[src/rtl/rom_stream_sink_pkg.sv]
// Shared definitions for the cartridge stream sink: FSM states, header byte
// offsets, FLUSH pad byte and the size->address-mask helper.
package rom_stream_sink_pkg;

  typedef enum logic [2:0] {
    S_IDLE,
    S_HEADER,
    S_PAYLOAD,
    S_FLUSH,
    S_DONE,
    S_FAIL
  } state_e;

  localparam int HDR_MAP_CTRL = 21;
  localparam int HDR_ROM_SIZE = 23;
  localparam int HDR_RAM_SIZE = 24;

  localparam logic [7:0] PAD_BYTE = 8'hFF;

  // Shift past bit 23 truncates to zero, so large sizes wrap to 24'hFFFFFF.
  function automatic logic [23:0] size_mask(input logic [7:0] sz);
    return (24'h400 << sz) - 24'd1;
  endfunction

endpackage

[src/rtl/rom_stream_sink.sv]
// Cartridge byte-stream sink: strips the copier header, packs payload into
// 16-bit LE words for the ROM controller. Optional payload checksum under ROM_SUM_EN.
module rom_stream_sink
  import rom_stream_sink_pkg::*;
#(
  parameter int HDR_BYTES = 512,
  parameter int MAX_BYTES = 4194304,
  parameter int ADDR_W    = 22
) (
  input  logic              wclk,
  input  logic              resetn,
  input  logic [7:0]        din,
  input  logic              din_valid,
  input  logic              src_loading,
  output logic              mem_req,
  output logic [ADDR_W-1:0] mem_addr,
  output logic [15:0]       mem_wdata,
  input  logic              mem_ack,
  output logic [7:0]        map_ctrl,
  output logic [3:0]        rom_size,
  output logic [23:0]       rom_mask,
  output logic [23:0]       ram_mask,
  output logic              loading,
  output logic              done,
  output logic              fail,
  output logic [15:0]       rom_sum
);

  localparam int HCNT_W = (HDR_BYTES > 1) ? $clog2(HDR_BYTES) : 1;
  localparam int PCNT_W = ADDR_W + 1;
  localparam logic [HCNT_W-1:0] HDR_LAST = HCNT_W'(HDR_BYTES - 1);
  localparam logic [PCNT_W-1:0] MAX_CNT  = PCNT_W'(MAX_BYTES);

  state_e              state_q, state_d;
  logic [HCNT_W-1:0]   hdr_idx_q, hdr_idx_d;
  logic [PCNT_W-1:0]   pay_cnt_q, pay_cnt_d;
  logic [7:0]          low_q, low_d;
  logic                low_vld_q, low_vld_d;
  logic                src_q, src_d;
  logic                mem_req_q, mem_req_d;
  logic [ADDR_W-1:0]   mem_addr_q, mem_addr_d;
  logic [15:0]         mem_wdata_q, mem_wdata_d;
  logic [7:0]          map_ctrl_q, map_ctrl_d;
  logic [3:0]          rom_size_q, rom_size_d;
  logic [7:0]          ram_size_q, ram_size_d;
  logic                loading_q, loading_d;
  logic                done_q, done_d;
  logic                fail_q, fail_d;
  logic                src_fall;
  logic                fail_now;
`ifdef ROM_SUM_EN
  logic [15:0]         sum_q, sum_d;
`endif

  assign src_fall = src_q & ~src_loading;

  always_comb begin
    state_d     = state_q;
    hdr_idx_d   = hdr_idx_q;
    pay_cnt_d   = pay_cnt_q;
    low_d       = low_q;
    low_vld_d   = low_vld_q;
    src_d       = src_loading;
    mem_req_d   = mem_req_q & ~mem_ack;
    mem_addr_d  = mem_addr_q;
    mem_wdata_d = mem_wdata_q;
    map_ctrl_d  = map_ctrl_q;
    rom_size_d  = rom_size_q;
    ram_size_d  = ram_size_q;
    loading_d   = loading_q;
    done_d      = done_q;
    fail_d      = fail_q;
    fail_now    = 1'b0;
`ifdef ROM_SUM_EN
    sum_d       = sum_q;
`endif
    case (state_q)
      // hdr_idx_q is still 0 in IDLE, so the first byte lands as index 0.
      S_IDLE, S_HEADER: begin
        if (state_q == S_HEADER && src_fall) begin
          fail_now = 1'b1;
        end else if (din_valid && (state_q == S_HEADER || src_loading)) begin
          loading_d = 1'b1;
          if (hdr_idx_q == HCNT_W'(HDR_MAP_CTRL)) map_ctrl_d = din;
          if (hdr_idx_q == HCNT_W'(HDR_ROM_SIZE)) rom_size_d = din[3:0];
          if (hdr_idx_q == HCNT_W'(HDR_RAM_SIZE)) ram_size_d = din;
          if (hdr_idx_q == HDR_LAST) begin
            state_d = S_PAYLOAD;
          end else begin
            state_d   = S_HEADER;
            hdr_idx_d = hdr_idx_q + 1'b1;
          end
        end
      end
      S_PAYLOAD: begin
        if (din_valid) begin
          if (pay_cnt_q == MAX_CNT) begin
            fail_now = 1'b1;
          end else begin
            pay_cnt_d = pay_cnt_q + 1'b1;
`ifdef ROM_SUM_EN
            sum_d = sum_q + {8'h00, din};
`endif
            if (!low_vld_q) begin
              low_d     = din;
              low_vld_d = 1'b1;
            end else begin
              low_vld_d = 1'b0;
              // Only one word of buffering: the old request must retire this cycle.
              if (mem_req_q && !mem_ack) begin
                fail_now = 1'b1;
              end else begin
                mem_req_d   = 1'b1;
                mem_wdata_d = {din, low_q};
                mem_addr_d  = {pay_cnt_q[ADDR_W-1:1], 1'b0};
              end
            end
          end
        end
        if (!fail_now && src_fall) state_d = S_FLUSH;
      end
      S_FLUSH: begin
        if (low_vld_q) begin
          if (!mem_req_q || mem_ack) begin
            mem_req_d   = 1'b1;
            mem_wdata_d = {PAD_BYTE, low_q};
            mem_addr_d  = {pay_cnt_q[ADDR_W-1:1], 1'b0};
            low_vld_d   = 1'b0;
          end
        end else if (!mem_req_q) begin
          state_d   = S_DONE;
          done_d    = 1'b1;
          loading_d = 1'b0;
        end
      end
      S_DONE, S_FAIL: ;
      default: state_d = S_IDLE;
    endcase
    if (fail_now) begin
      state_d   = S_FAIL;
      mem_req_d = 1'b0;
      loading_d = 1'b0;
      fail_d    = 1'b1;
    end
  end

  always_ff @(posedge wclk) begin
    if (!resetn) begin
      state_q     <= S_IDLE;
      hdr_idx_q   <= '0;
      pay_cnt_q   <= '0;
      low_q       <= '0;
      low_vld_q   <= 1'b0;
      src_q       <= 1'b0;
      mem_req_q   <= 1'b0;
      mem_addr_q  <= '0;
      mem_wdata_q <= '0;
      map_ctrl_q  <= '0;
      rom_size_q  <= '0;
      ram_size_q  <= '0;
      loading_q   <= 1'b0;
      done_q      <= 1'b0;
      fail_q      <= 1'b0;
    end else begin
      state_q     <= state_d;
      hdr_idx_q   <= hdr_idx_d;
      pay_cnt_q   <= pay_cnt_d;
      low_q       <= low_d;
      low_vld_q   <= low_vld_d;
      src_q       <= src_d;
      mem_req_q   <= mem_req_d;
      mem_addr_q  <= mem_addr_d;
      mem_wdata_q <= mem_wdata_d;
      map_ctrl_q  <= map_ctrl_d;
      rom_size_q  <= rom_size_d;
      ram_size_q  <= ram_size_d;
      loading_q   <= loading_d;
      done_q      <= done_d;
      fail_q      <= fail_d;
    end
  end

`ifdef ROM_SUM_EN
  always_ff @(posedge wclk) begin
    if (!resetn) sum_q <= '0;
    else         sum_q <= sum_d;
  end
  assign rom_sum = sum_q;
`else
  assign rom_sum = 16'h0;
`endif

  assign mem_req   = mem_req_q;
  assign mem_addr  = mem_addr_q;
  assign mem_wdata = mem_wdata_q;
  assign map_ctrl  = map_ctrl_q;
  assign rom_size  = rom_size_q;
  assign rom_mask  = size_mask({4'h0, rom_size_q});
  assign ram_mask  = size_mask(ram_size_q);
  assign loading   = loading_q;
  assign done      = done_q;
  assign fail      = fail_q;

endmodule

[config.mk]
export PLATFORM = sky130hd
export DESIGN_NAME = rom_stream_sink
export DESIGN_NICKNAME = d
export VERILOG_FILES = /design/src/rtl/rom_stream_sink_pkg.sv /design/src/rtl/rom_stream_sink.sv
export SDC_FILE = /design/constraint.sdc
export NUM_CORES = 1
export LEC_CHECK = 0
export ABC_AREA = 1
export BUFFER_PORTS_ARGS = -buffer_cell sky130_fd_sc_hd__buf_2
export CAP_MARGIN = 5
export CORE_MARGIN = 2
export CORE_UTILIZATION = 25
export CTS_CLUSTER_SIZE = 8
export DETAILED_ROUTE_END_ITERATION = 7
export PLACE_DENSITY_LB_ADDON = 0.12
export SYNTH_ARGS = -nofsm -noshare
export SYNTH_HDL_FRONTEND = slang
export SYNTH_SLANG_ARGS = --single-unit
[constraint.sdc]
create_clock -name wclk -period 5.1 [get_ports wclk]
set_clock_uncertainty 0.1 [all_clocks]
set_input_delay 0.51 -clock wclk [delete_from_list [all_inputs] [get_ports wclk]]
set_output_delay 0.51 -clock wclk [all_outputs]
set_load 0.02 [all_outputs]
# Word level (Yosys, flattened, before mapping)
# Cells that the tools add are included.
# op_classes
n_eq_ne	27
n_shift	2
n_bitwise	11
muxes	47
n_addsub	4
n_reduce_logical	27
# op_table
cell	n
22-bit 2-to-1 mux	6
16-bit 2-to-1 mux	6
24-bit by 1-bit subtractor with 24-bit output, second input constant	2
22-bit one-hot mux with 2 select lines	1
16-bit one-hot mux with 2 select lines	1
9-bit by 5-bit equality test with 1-bit output, second input constant	3
2-bit != test, second input constant	12
11-bit by 4-bit << shifter with 24-bit output, first input constant	1
11-bit by 8-bit << shifter with 24-bit output, first input constant	1
23-bit by 1-bit adder with 23-bit output, second input constant	1
23-bit equality test, second input constant	1
1-bit 2-to-1 mux	21
4-bit AND reduction	5
3-bit 2-to-1 mux	6
3-bit != test, second input constant	5
3-bit one-hot mux with 4 select lines	1
6-bit AND reduction	2
9-bit by 1-bit adder with 9-bit output, second input constant	1
9-bit equality test, second input constant	1
1-bit NOT	9
3-bit AND reduction	3
1-bit one-hot mux with 2 select lines	4
7-bit AND reduction	1
3-bit by 2-bit equality test with 1-bit output, second input constant	2
11 further kinds	22
# totals
elab_cells	134
out_inout_bits	118
register_bits	107
input_bits	13

# Logic depth before layout (Yosys ltp)
# depth
ltp_word	12
depth_mapped	14
ltp_nobuf	14

# Worst setup path after synthesis
# No wires, ideal clock.
# synth_path
kind	reg-to-output
startpoint	register ram_size_q[1]
endpoint	output ram_mask[18]
stages_incl_launch_ff	13
t_required_ps	4490
setup_slack_ps	2598
t_arrival_ps	1892
n_path_buf	0
path_cell_list	dfxtp_1 > inv_1 > nand3_1 > inv_1 > nand2_1 > inv_1 > nand2_1 > ha_1 > inv_1 > nor2_1 > nand3_1 > nor2_2 > xor2_1
# synth_between
elab_chain_cells	2
# synth_lines
item	line_no	rtl
start, declared	rom_stream_sink.sv:45	logic [7:0] ram_size_q, ram_size_d;
start signal, assigned	rom_stream_sink.sv:176	ram_size_q <= ram_size_d;
11-bit by 8-bit << shifter with 24-bit output	rom_stream_sink_pkg.sv:22	return (24'h400 << sz) - 24'd1;
24-bit by 1-bit subtractor with 24-bit output	rom_stream_sink_pkg.sv:22	
end, declared	rom_stream_sink.sv:22	output logic [23:0] ram_mask,
# Every way passes these cells.

# Worst setup path after layout
# layout_path
startpoint	register ram_size_q[6]
endpoint	output ram_mask[20]
# The elaborated chain is that of the path after synthesis.

==> results_dict.tcl <==
set metrics [dict create \
    fin_util_pct 28.8 \
    die_w_um 156 \
    crit_type "flip-flop to primary output" \
    maxSlewViolCount 0 \
    combinationalPowerShare_pct 17.2 \
    layout-drive-gt1-share_pct 15.7 \
    fillCellCount 2574 \
    routed_via_density 4.40 \
    num_antenna_cells 0 \
    status "finished clean" \
    yosysWarnings 0 \
    cts.clk_slew.worst_paths_ns 0.07 \
    finalHoldViolations 0 \
    setup_viol 0 \
    grt_pass1_vias 4905 \
    met3_usage_pct 1.94 \
    start_util_pct 25.4 \
    grt_first_pass_wirelength_um 25600 \
    nets 922 \
    cts_hold_buf 0 \
    crit_top_cell "nand2_1" \
    ir_worst_vdd_mv 0.167 \
    rsz0062_at_grt "false" \
    timing.fmax_ghz 0.340 \
    io_buffers 93 \
    leakage_nw 2.79 \
    power_frac_clock_pct 37.1 \
    layout_common_cells "nand2_1, dfxtp_1, nor2_1, buf_2, a21oi_1" \
    postCtsSetupBuffers 0 \
    drtIter0Drc 235 \
    cp.required_ns 4.49 \
    end_kind "primary output" \
    grt_usage_pct 13.1 \
    cts-root-buf "clkbuf_16" \
    power_mw 1.95 \
    place_ws_ns 2.26 \
    routed-via-count 5241 \
    hpwlAfterDp_um 11500 \
    cp_slowest_cell "dfxtp_1" \
    powerDensity_mw_per_mm2 300 \
    final_common_cell "nand2_1" \
    wl_um 15900 \
    synth_cell_type_count 37 \
    num_rows 55 \
    cts_resized 0 \
    ys_seq_elements 106 \
    layout.area.seq_mm2 0.00212 \
    syn-cell-area_mm2 0.00576 \
    remaining_drc_errors 0 \
    worst_pin_slew_ns 0.851 \
    cts_buffers 9 \
    clkLatencyLatePin_ns 0.35 \
    synth.avg_cell_area_um2 6.92 \
    core_area_mm2 0.0226 \
    drtPass1Iterations 4 \
    hold_path_class "primary input to flip-flop" \
    r2r_cells 10 \
    ys_seq_area_share_pct 36.9 \
    use_met1_pct 18.1 \
    swShare_pct 31.3 \
    multi_input_area_mm2 0.00299 \
    fin_crit_ns 2.94 \
    maxCapViolations 0 \
    fin_ws_ns 2.16 \
    ant_nets 0 \
    whs_path_depth 3 \
    placed_area_mm2 0.00621 \
    slew_headroom_pct 43.1 \
    clockBufferDepth 2 \
    htreeDepth 3 \
    crit_fanout 6 \
    cts_tree "done" \
    gp_congestion 0.787 \
    tns_ns 0 \
    dieArea_mm2 0.0243 \
    slowest_delay_ns 0.31 \
    p_sw_mw 0.612 \
    path_cells "nor2_1 -> nand3_1 -> inv_1 -> nand2_1 -> inv_1 -> nand2_1 -> ha_1 -> inv_1 -> nor2_1 -> nand3_1 -> nor2_2 -> nand2_1 -> nand2_1 -> nand2_1 -> buf_2" \
    netlist_instances 832 \
    cts.sinks 106 \
    critical-path-top-delay-family "simple AND/OR/NAND/NOR gates" \
    globalRouteOverflowTotal 0 \
    area_delta_synth_final_pct 13.2 \
    dieHeight_um 156 \
    design_area_mm2 0.00652 \
    cp-start-kind "flip-flop" \
    gr-usage-met2_pct 21.2 \
    seq_power_share_pct 45.7 \
    finalCritPeriodShare_pct 57.7 \
    p_int_mw 1.34 \
    ioPinCount 131 \
    grt_antenna_before_repair 0 \
    wl_per_cell_um 13.3 \
    cp.arrival_ns 2.33 \
    critPathBufInv 4 \
    grt_max_degree 42 \
    path_depth 15 \
    top_usage_layer "met2" \
]
[per-layer routing]
layer | vias up | routed length, µm
li1 | 2763 | -
met1 | 2356 | 8010
met2 | 112 | 7040
met3 | 10 | 659
met4 | 0 | 173
met5 | - | 0
[path summary, 6_finish.rpt]
kind,start,endpoint,slack [ns]
worst max-delay path,ram_size_q[6],ram_mask[20],2.16
worst min-delay path,src_loading,src_q,0.33
worst max register to register,pay_cnt_q[0],low_q[4],2.28
worst min register to register,done,done,0.34
[sequential cells by signal, summed over array words and instances, names as in the netlist]
signal / flops
loading: 1
hdr_idx_q: 9
ram_size_q: 8
mem_wdata: 16
done: 1
low_vld_q: 1
low_q: 8
mem_addr: 21
state_q: 3
rom_size: 4
map_ctrl: 8
mem_req: 1
src_q: 1
fail: 1
pay_cnt_q: 23
[metrics by stage]
step                      hold slack, ns  instances
after floorplan                    0.342        867
after global placement             0.340       1175
after detailed placement           0.339       1175
after CTS                          0.331       1191
after global routing               0.337       1191
final                              0.331       1191
[synth_stat cells (all sizes together)]
cell type	instances	area share (%)
xnor2	7	1.1
a311oi	1	0.15
inv	70	4.6
buf	61	8.2
and3	1	0.11
a22oi	1	0.13
nor3	21	2.6
nand4	14	1.5
nor3b	1	0.13
xor2	12	1.8
conb	2	0.13
nand2	192	13
or2	8	0.87
o211a	1	0.17
ha	8	1.7
nor4	1	0.22
a31oi	2	0.22
nand3b	4	0.52
clkbuf	11	0.72
nand3	77	6.8
o21bai	1	0.13
clkinv	1	0.065
nor2	99	7.1
o21ai	38	3.3
a21oi	92	8.0
dfxtp	106	37
[power groups by stage]
stage	clock, mW	combinational [mW]	sequential [mW]
2_1_floorplan	0	0.298	0.913
3_3_place_gp	0	0.346	0.912
3_5_place_dp	0	0.341	0.912
4_1_cts	0.755	0.343	0.893
5_1_grt	0.783	0.384	0.898
6_report	0.725	0.337	0.892
[worst min-delay path: stages]
cell	delay (ns)
buf_2	0.14
nand2_1	0.06
inv_1	0.03
[cell families after synthesis]
family	synth area share, %
and+or+nand+nor	32.8
buffers and inverters	13.5
AOI/OAI and AO/OA	12.1
DFF	36.9
xor gates and xnor gates	2.89
adders and majority gates	1.74
other	0.130
[layout make-up]
type	count	area share, %
Sequential cell	106	32.6
Timing Repair Buffer	95	7.37
Clock buffer	11	3.72
Multi-Input combinational cell	618	45.9
Clock inverter	5	0.921
Tap cell	285	5.47
Inverter	71	4.09
(Power assumes the default switching activity.)
